**config.mk**
```make
export PLATFORM = sky130hd
export DESIGN_NAME = serial_load_ctrl_flat
export DESIGN_NICKNAME = d
export VERILOG_FILES = /design/src/rtl/serial_load_ctrl_if.sv /design/src/rtl/serial_load_ctrl.sv /design/src/flat_wrapper.sv
export SDC_FILE = /design/constraint.sdc
export NUM_CORES = 1
export LEC_CHECK = 0
export CORE_UTILIZATION = 30
export DETAILED_ROUTE_END_ITERATION = 8
export PLACE_DENSITY = 0.61
export SLEW_MARGIN = 10
export SYNTH_ARGS = -nofsm -noshare
export SYNTH_HDL_FRONTEND = slang
export SYNTH_SLANG_ARGS = --single-unit
```
**constraint.sdc**
```tcl
create_clock -name clk -period 2.3 [get_ports clk]
set_clock_uncertainty 0.2 [all_clocks]
set_input_delay 0.46 -clock clk [delete_from_list [all_inputs] [get_ports clk]]
set_output_delay 0.46 -clock clk [all_outputs]
set_load 0.005 [all_outputs]
```
**src/rtl/serial_load_ctrl_if.sv**
```systemverilog
// Load-request handshake plus the control lines driven into the shift register.
// The master side issues requests; the slave side is the controller.
interface serial_load_ctrl_if #(
  parameter int unsigned N = 8
) ();
  logic         in_valid;
  logic         in_ready;
  logic [N-1:0] in_data;
  logic         in_sext;
  logic         abort;
  logic         shift_en;
  logic         shift_in;
  logic         extend;
  logic         busy;
  logic         done;

  modport master (
    output in_valid, in_data, in_sext, abort,
    input  in_ready, shift_en, shift_in, extend, busy, done
  );

  modport slave (
    input  in_valid, in_data, in_sext, abort,
    output in_ready, shift_en, shift_in, extend, busy, done
  );
endinterface

```
**src/rtl/serial_load_ctrl.sv**
```systemverilog
// Sequencing controller for a shift-register datapath: accepts an N-bit word,
// presents it LSB-first on shift_en/shift_in, optionally holds extend for the
// remaining X-N cycles, then pulses done for one cycle.
module serial_load_ctrl #(
  parameter int unsigned X = 8,
  parameter int unsigned N = 8
) (
  input logic               clk,
  input logic               rst,
  serial_load_ctrl_if.slave bus
);

  localparam int unsigned CntW = $clog2(X + 1);
  localparam bit          ExtAllowed = (X > N);
  localparam logic [CntW-1:0] ShiftLast = CntW'(N - 1);
  // Unused when X == N; the guard keeps the subtraction from wrapping.
  localparam logic [CntW-1:0] ExtLast = ExtAllowed ? CntW'(X - N - 1) : '0;

  typedef enum logic [1:0] {StIdle, StShift, StExtend, StDone} state_e;

  state_e          state_q;
  logic [CntW-1:0] cnt_q;
  logic [N-1:0]    copy_q;
  logic            sext_q;
  logic            shift_en_q;
  logic            shift_in_q;
  logic            extend_q;
  logic            busy_q;
  logic            done_q;

  logic [N-1:0]    copy_shr;

  // Copy as it will look after this edge's shift; bit 0 is the next bit out.
  assign copy_shr = copy_q >> 1;

  // Only in_ready sees inputs combinationally; rst forces it low immediately.
  assign bus.in_ready = (state_q == StIdle) && !bus.abort && !rst;
  assign bus.shift_en = shift_en_q;
  assign bus.shift_in = shift_in_q;
  assign bus.extend   = extend_q;
  assign bus.busy     = busy_q;
  assign bus.done     = done_q;

  // FSM with outputs registered alongside the state they belong to.
  always_ff @(posedge clk or posedge rst) begin
    if (rst) begin
      state_q    <= StIdle;
      cnt_q      <= '0;
      copy_q     <= '0;
      sext_q     <= 1'b0;
      shift_en_q <= 1'b0;
      shift_in_q <= 1'b0;
      extend_q   <= 1'b0;
      busy_q     <= 1'b0;
      done_q     <= 1'b0;
    end else begin
      unique case (state_q)
        StIdle: begin
          if (bus.in_valid && !bus.abort) begin
            copy_q     <= bus.in_data;
            sext_q     <= bus.in_sext && ExtAllowed;
            cnt_q      <= '0;
            state_q    <= StShift;
            shift_en_q <= 1'b1;
            shift_in_q <= bus.in_data[0];
            busy_q     <= 1'b1;
          end
        end

        StShift: begin
          copy_q <= copy_shr;
          if (bus.abort) begin
            state_q    <= StIdle;
            cnt_q      <= '0;
            sext_q     <= 1'b0;
            shift_en_q <= 1'b0;
            shift_in_q <= 1'b0;
            busy_q     <= 1'b0;
          end else if (cnt_q == ShiftLast) begin
            cnt_q      <= '0;
            shift_en_q <= 1'b0;
            shift_in_q <= 1'b0;
            if (sext_q) begin
              state_q  <= StExtend;
              extend_q <= 1'b1;
            end else begin
              state_q <= StDone;
              done_q  <= 1'b1;
            end
          end else begin
            cnt_q      <= cnt_q + 1'b1;
            shift_in_q <= copy_shr[0];
          end
        end

        StExtend: begin
          if (bus.abort) begin
            state_q  <= StIdle;
            cnt_q    <= '0;
            sext_q   <= 1'b0;
            extend_q <= 1'b0;
            busy_q   <= 1'b0;
          end else if (cnt_q == ExtLast) begin
            state_q  <= StDone;
            cnt_q    <= '0;
            extend_q <= 1'b0;
            done_q   <= 1'b1;
          end else begin
            cnt_q <= cnt_q + 1'b1;
          end
        end

        StDone: begin
          // Abort here lands in the same place; done was already visible.
          state_q <= StIdle;
          cnt_q   <= '0;
          sext_q  <= 1'b0;
          busy_q  <= 1'b0;
          done_q  <= 1'b0;
        end

        default: begin
          state_q    <= StIdle;
          cnt_q      <= '0;
          sext_q     <= 1'b0;
          shift_en_q <= 1'b0;
          shift_in_q <= 1'b0;
          extend_q   <= 1'b0;
          busy_q     <= 1'b0;
          done_q     <= 1'b0;
        end
      endcase
    end
  end

endmodule

```
**src/flat_wrapper.sv**
```systemverilog
// flat-port wrapper written by rule: the top's interface ports become plain ports
module serial_load_ctrl_flat 
#(
  parameter int unsigned X = 8,
  parameter int unsigned N = 8
)
  (clk, rst, bus_in_valid, bus_in_data, bus_in_sext, bus_abort, bus_in_ready, bus_shift_en, bus_shift_in, bus_extend, bus_busy, bus_done);
  serial_load_ctrl_if #(.N(N)) bus_i ();
  input logic clk;
  input logic rst;
  input wire logic [$bits(bus_i.in_valid)-1:0] bus_in_valid;
  input wire logic [$bits(bus_i.in_data)-1:0] bus_in_data;
  input wire logic [$bits(bus_i.in_sext)-1:0] bus_in_sext;
  input wire logic [$bits(bus_i.abort)-1:0] bus_abort;
  output wire logic [$bits(bus_i.in_ready)-1:0] bus_in_ready;
  output wire logic [$bits(bus_i.shift_en)-1:0] bus_shift_en;
  output wire logic [$bits(bus_i.shift_in)-1:0] bus_shift_in;
  output wire logic [$bits(bus_i.extend)-1:0] bus_extend;
  output wire logic [$bits(bus_i.busy)-1:0] bus_busy;
  output wire logic [$bits(bus_i.done)-1:0] bus_done;
  assign bus_i.in_valid = bus_in_valid;
  assign bus_i.in_data = bus_in_data;
  assign bus_i.in_sext = bus_in_sext;
  assign bus_i.abort = bus_abort;
  assign bus_in_ready = bus_i.in_ready;
  assign bus_shift_en = bus_i.shift_en;
  assign bus_shift_in = bus_i.shift_in;
  assign bus_extend = bus_i.extend;
  assign bus_busy = bus_i.busy;
  assign bus_done = bus_i.done;
  serial_load_ctrl #(.X(X), .N(N)) u_core (.clk(clk), .rst(rst), .bus(bus_i));
endmodule
```
# == After elaboration in Yosys (flattened, before gate mapping) ==
# Index checks and enable logic that the tools add are counted.
# word_totals
out_inout_bits,6
elab_cells,80
inputBits,13
register_bits,20
# classes
muxes,39
add_sub_neg,1
n_eq_ne,14
reduce_logical,17
# op_table
cell,count
$mux 4,5
$mux 1,19
$pmux 4 s4,1
$pmux 8 s2,1
$mux 2,5
$pmux 1 s3,3
$mux 8,1
$ne 2x1->1 const B,4
$ne 2x2->1 const B,4
$pmux 2 s4,1
$ne 3x2->1 const B,2
$pmux 1 s2,3
$reduce_and 3->1,2
$reduce_and 6->1,1
$reduce_and 5->1,1
$add 4x1->4 const B,1
$eq 2x2->1 const B,2
$eq 4x3->1 const B,1
$logic_not 4->1,1
$reduce_and 2->1,2
$reduce_bool 2->1,2
$logic_and 1x1->1,3
$reduce_bool 3->1,1
$eq 2x1->1 const B,1
3 further kinds,4

# == Logic depth before layout (Yosys ltp) ==
# logic_depth
ltp_word,4
mapped_depth,7
depth_no_buf,6

# == Worst setup path before layout ==
# No wires, ideal clock.
# synth_path
path_kind,input to output
startpoint,input port rst
endpoint,output port bus_in_ready
arrival_time_ns,1.097
path_buffers,0
setup_slack_ns,0.543
stages,2
required_ns,1.640
path_cell_list,inv_1 > and3_1
# synth_between
elab_chain_len,2
# synth_rtl
item,line,rtl
start: declaration,flat_wrapper.sv:10,input logic rst;
$logic_not 1->1,serial_load_ctrl.sv:37,assign bus.in_ready = (state_q == StIdle) && !bus.abort && !rst;
$logic_and 1x1->1,serial_load_ctrl.sv:37,
end: declaration,flat_wrapper.sv:15,output wire logic [$bits(bus_i.in_ready)-1:0] bus_in_ready;
# No other way between the ends.

# == Worst setup path in the final report ==
# layout_path
startpoint,register u_core.state_q[1]
endpoint,register u_core.state_q[0]
# layout_between
elab_chain_len,3
word_cells_on_any_way,9
classes_between,eq/ne (6); mux (1); reduce/logical (2)
# layout_rtl
item,line,rtl
start: declaration,serial_load_ctrl.sv:21,state_e state_q;
start signal: assignment,serial_load_ctrl.sv:47,state_q <= StIdle;
start signal: assignment,serial_load_ctrl.sv:63,state_q <= StShift;
start signal: assignment,serial_load_ctrl.sv:73,state_q <= StIdle;
$eq 2x2->1 (tied with other cells),serial_load_ctrl.sv:57,unique case (state_q)
$ne 3x2->1 (no line) / $ne 2x2->1 (equally long branches),--,
$reduce_and 3->1 (no line),--,
# Parallel ways exist; a longest one is shown, timed or not.
# A chain may end at the register's enable or synchronous reset.

==> results.ini <==
[floorplan]
die_h_um = 60.7
core_area_um2 = 3150
pin_count = 19
die_x_um = 60.7
dieArea_um2 = 3690
initial_core_util_pct = 32.8
rows = 20

[global_routing]
grt_pass1_vias = 800
grt_use_total_pct = 13.2
antenna_found_initial = 0
grt_remaining_overflow = 0
grt_pass1_wl_um = 3610
grt_max_degree = 19

[cells_and_area]
area_growth_pct = 34.2
n_antenna_cell = 0
fillers = 337
drive_gt1_share_pct = 18.8
multi_input_area_um2 = 539
final_nets = 160
seq_area_um2 = 450

[yosys]
synth-seq-cells = 18
synth_top_family_by_area = simple AND/OR/NAND/NOR gates
synthMuxAreaShare_pct = 6.89
yosysUniqueCellTypes = 31
synth_warnings = 0
synth_xor_xnor_area_share_pct = 0
synthAdderAreaFrac_pct = 9.67
synth_area_um2 = 1030
yosysTopAreaCell = dfrtp_1
syn_area_per_cell_um2 = 9.76
ys_async_sr_fraction_pct = 100
syn_inst = 106
yosysMostFrequentCell = dfrtp_1
synth_flop_cell = dfrtp_1
synth_compound_area_share_pct = 17.2
synth_area_leaders = dfrtp_1 (44%), ha_1 (9.7%), o21ai_0 (6.8%), mux2i_1 (5.8%), nand2_1 (4.4%)
synth_edf_count = 0
yosysTopAreaCellShare_pct = 43.5
synth-simple-area-share_pct = 18.1
ys_top_cells_by_count = dfrtp_1 (18), o21ai_0 (14), nand2_1 (12), inv_1 (10), ha_1 (8)
yosysSeqAreaShare_pct = 43.5
synth_nets = 127

[sta]
max_freq_mhz = 502
finalMaxSlewViolations = 0
finalSetupTns_ns = 0
finalSetupViolCount = 0
fin_crit_ns = 1.99
worst_pin_slew_ns = 0.484
post-route-period-util_pct = 86.6
rsz0062_at_grt = no
slew_headroom_pct = 67.6
hold_violations = 0
setup_ws_ns = 0.307

[power]
finalPower_mw = 1.61
vdd.ir_drop.worst_v = 0.000542
p_leak_nw = 0.628
cellPowerDensity_nw_per_um2 = 1160

[detailed_routing]
postRouteAntennaNets = 0
viasPerCell = 4.68
routed_wl_um = 2160
dr.pass1.iters = 4
dr_total_vias = 851
drt_iter0_drc = 22
route.detailed.drc = 0
wl_per_cell_um = 11.9

[cts]
ctsHoldBuffers = 0
cts_buffers = 3
cts_buffer_depth = 2
cts_tree = done
htree_levels = 1
cts-root-buf = clkbuf_4
cts_num_sinks = 18
clk_latency_ns = 0.30
cts.reportedPaths.clkPinSlew_ns = 0.11

[placement]
gp_congestion = 0.766
portBuffers = 17
dp_slack_ns = 0.0190
hpwlAfterDp_um = 1620

[worst_setup_path]
cp_num_buf_inv = 2
start_kind = flop
critical_path.reg2reg.startpoint = u_core.state_q[1]
cp.depth = 7
cp_max_fo = 8
crit_slowest_cell = nor3_2
cp-end-kind = flop
rr_worst_depth = 7
critical_path_class = reg -> reg
r2r_end = u_core.state_q[0]
critPathMaxStageDelay_ns = 0.45
cpLargestDelayFamily = simple AND/OR/NAND/NOR gates
cp.required_ns = 2.29
path_cells = inv_2 > buf_4 > ha_1 > nor2_1 > nor3_2 > a21oi_1 > a2bb2oi_1
rrSetupSlack_ns = 0.31
critPathArrivalTime_ns = 1.98

[flow_run]
max_cap_viol_count = 0

[hold_path]
min_path_type = in -> async

[run_status]
status = finished clean

-- stage by stage --
step / util, % / hold WS, ns / instance area (um^2) / std cells
2_1_floorplan: - / 0.204 / 1030 / 106
3_3_place_gp: 41.8 / 0.270 / 1320 / 174
3_5_place_dp: 41.8 / 0.276 / 1320 / 174
4_1_cts: 43.7 / 0.283 / 1380 / 181
5_1_grt: 44.0 / 0.288 / 1390 / 182
6_report: 44.0 / 0.286 / 1390 / 182
-- cell type report --
cell class / count / area share, %
Sequential cell: 18 / 32.4
Tap cell: 44 / 3.96
Clock buffer: 4 / 2.61
Multi-Input combinational cell: 76 / 38.8
Inverter: 10 / 2.70
Timing Repair Buffer: 30 / 19.5
-- logic make-up after synthesis --
kind of cell               Yosys count
DFF                                 18
and+or+nand+nor                     33
buffers and inverters               12
adders and majority gates            8
AOI/OAI and AO/OA                   28
muxes                                7
-- report_power, final --
group	internal (mW)	leakage, nW	switching [mW]
logic	0.469	0.378	0.436
clock network	0.0965	0.0210	0.105
registers	0.440	0.229	0.0670
total	1.01	0.628	0.608
-- layout by cell type, fill, tap and decap left out --
cell type,count
a211oi_1,1
a21oi_1,3
a22o_1,1
a2bb2oi_1,1
a31oi_1,1
a31oi_2,1
and2_1,1
and3_1,1
buf_4,13
clkbuf_4,3
clkbuf_8,1
clkdlybuf4s50_1,16
dfrtp_1,18
dlymetal6s2s_1,1
ha_1,7
ha_2,1
inv_1,8
inv_2,2
mux2_2,1
mux2i_1,6
nand2_1,12
nand2b_1,3
nand3_1,1
nand3b_1,1
nand4_1,2
nor2_1,5
nor2b_1,3
nor3_2,1
nor3b_1,1
nor4b_2,1
nor4bb_2,1
o21ai_0,14
o22ai_1,2
o2bb2ai_1,1
o311a_2,1
o31ai_1,1
o41ai_1,1
-- registers in the layout (all words and copies together) (netlist names) --
name and count:
u_core.copy_q 7, u_core.cnt_q 4, u_core.state_q 2, u_core.bus.busy 1, u_core.bus.done 1, u_core.bus.extend 1, u_core.bus.shift_en 1, u_core.bus.shift_in 1
-- per-layer routing --
layer | vias up | track usage (%) | wire [um]
met1 | 396 | 17.9 | 1090
met2 | 19 | 21.4 | 969
li1 | 436 | - | -
met5 | - | 0 | 0
met3 | 0 | 4.48 | 108
met4 | 0 | 0.974 | 0
-- worst max-delay path by stage --
stage                                  from  slack, ns                 to
final                     u_core.state_q[1]       0.31  u_core.state_q[0]
after global routing      u_core.state_q[0]       0.17  u_core.state_q[1]
after CTS                 u_core.state_q[1]      0.004       bus_in_ready
after detailed placement          bus_abort       0.02       bus_in_ready
after global placement            bus_abort       0.01       bus_in_ready
after floorplan                         rst       0.54       bus_in_ready
-- worst register-to-register path, delay by kind of cell, from the launching register on --
kind,cells,cell delay (ns)
buffers and inverters,2,0.17
AOI/OAI and AO/OA,2,0.32
DFF,1,0.41
and+or+nand+nor,2,0.54
adders and majority gates,1,0.24
-- repair_timing --
action	4_1_cts	5_1_grt
resized for setup	3	1
endpoints found under the setup margin	1	1
buffers inserted	3	1
No activity file was read; power rests on OpenSTA's default activity.
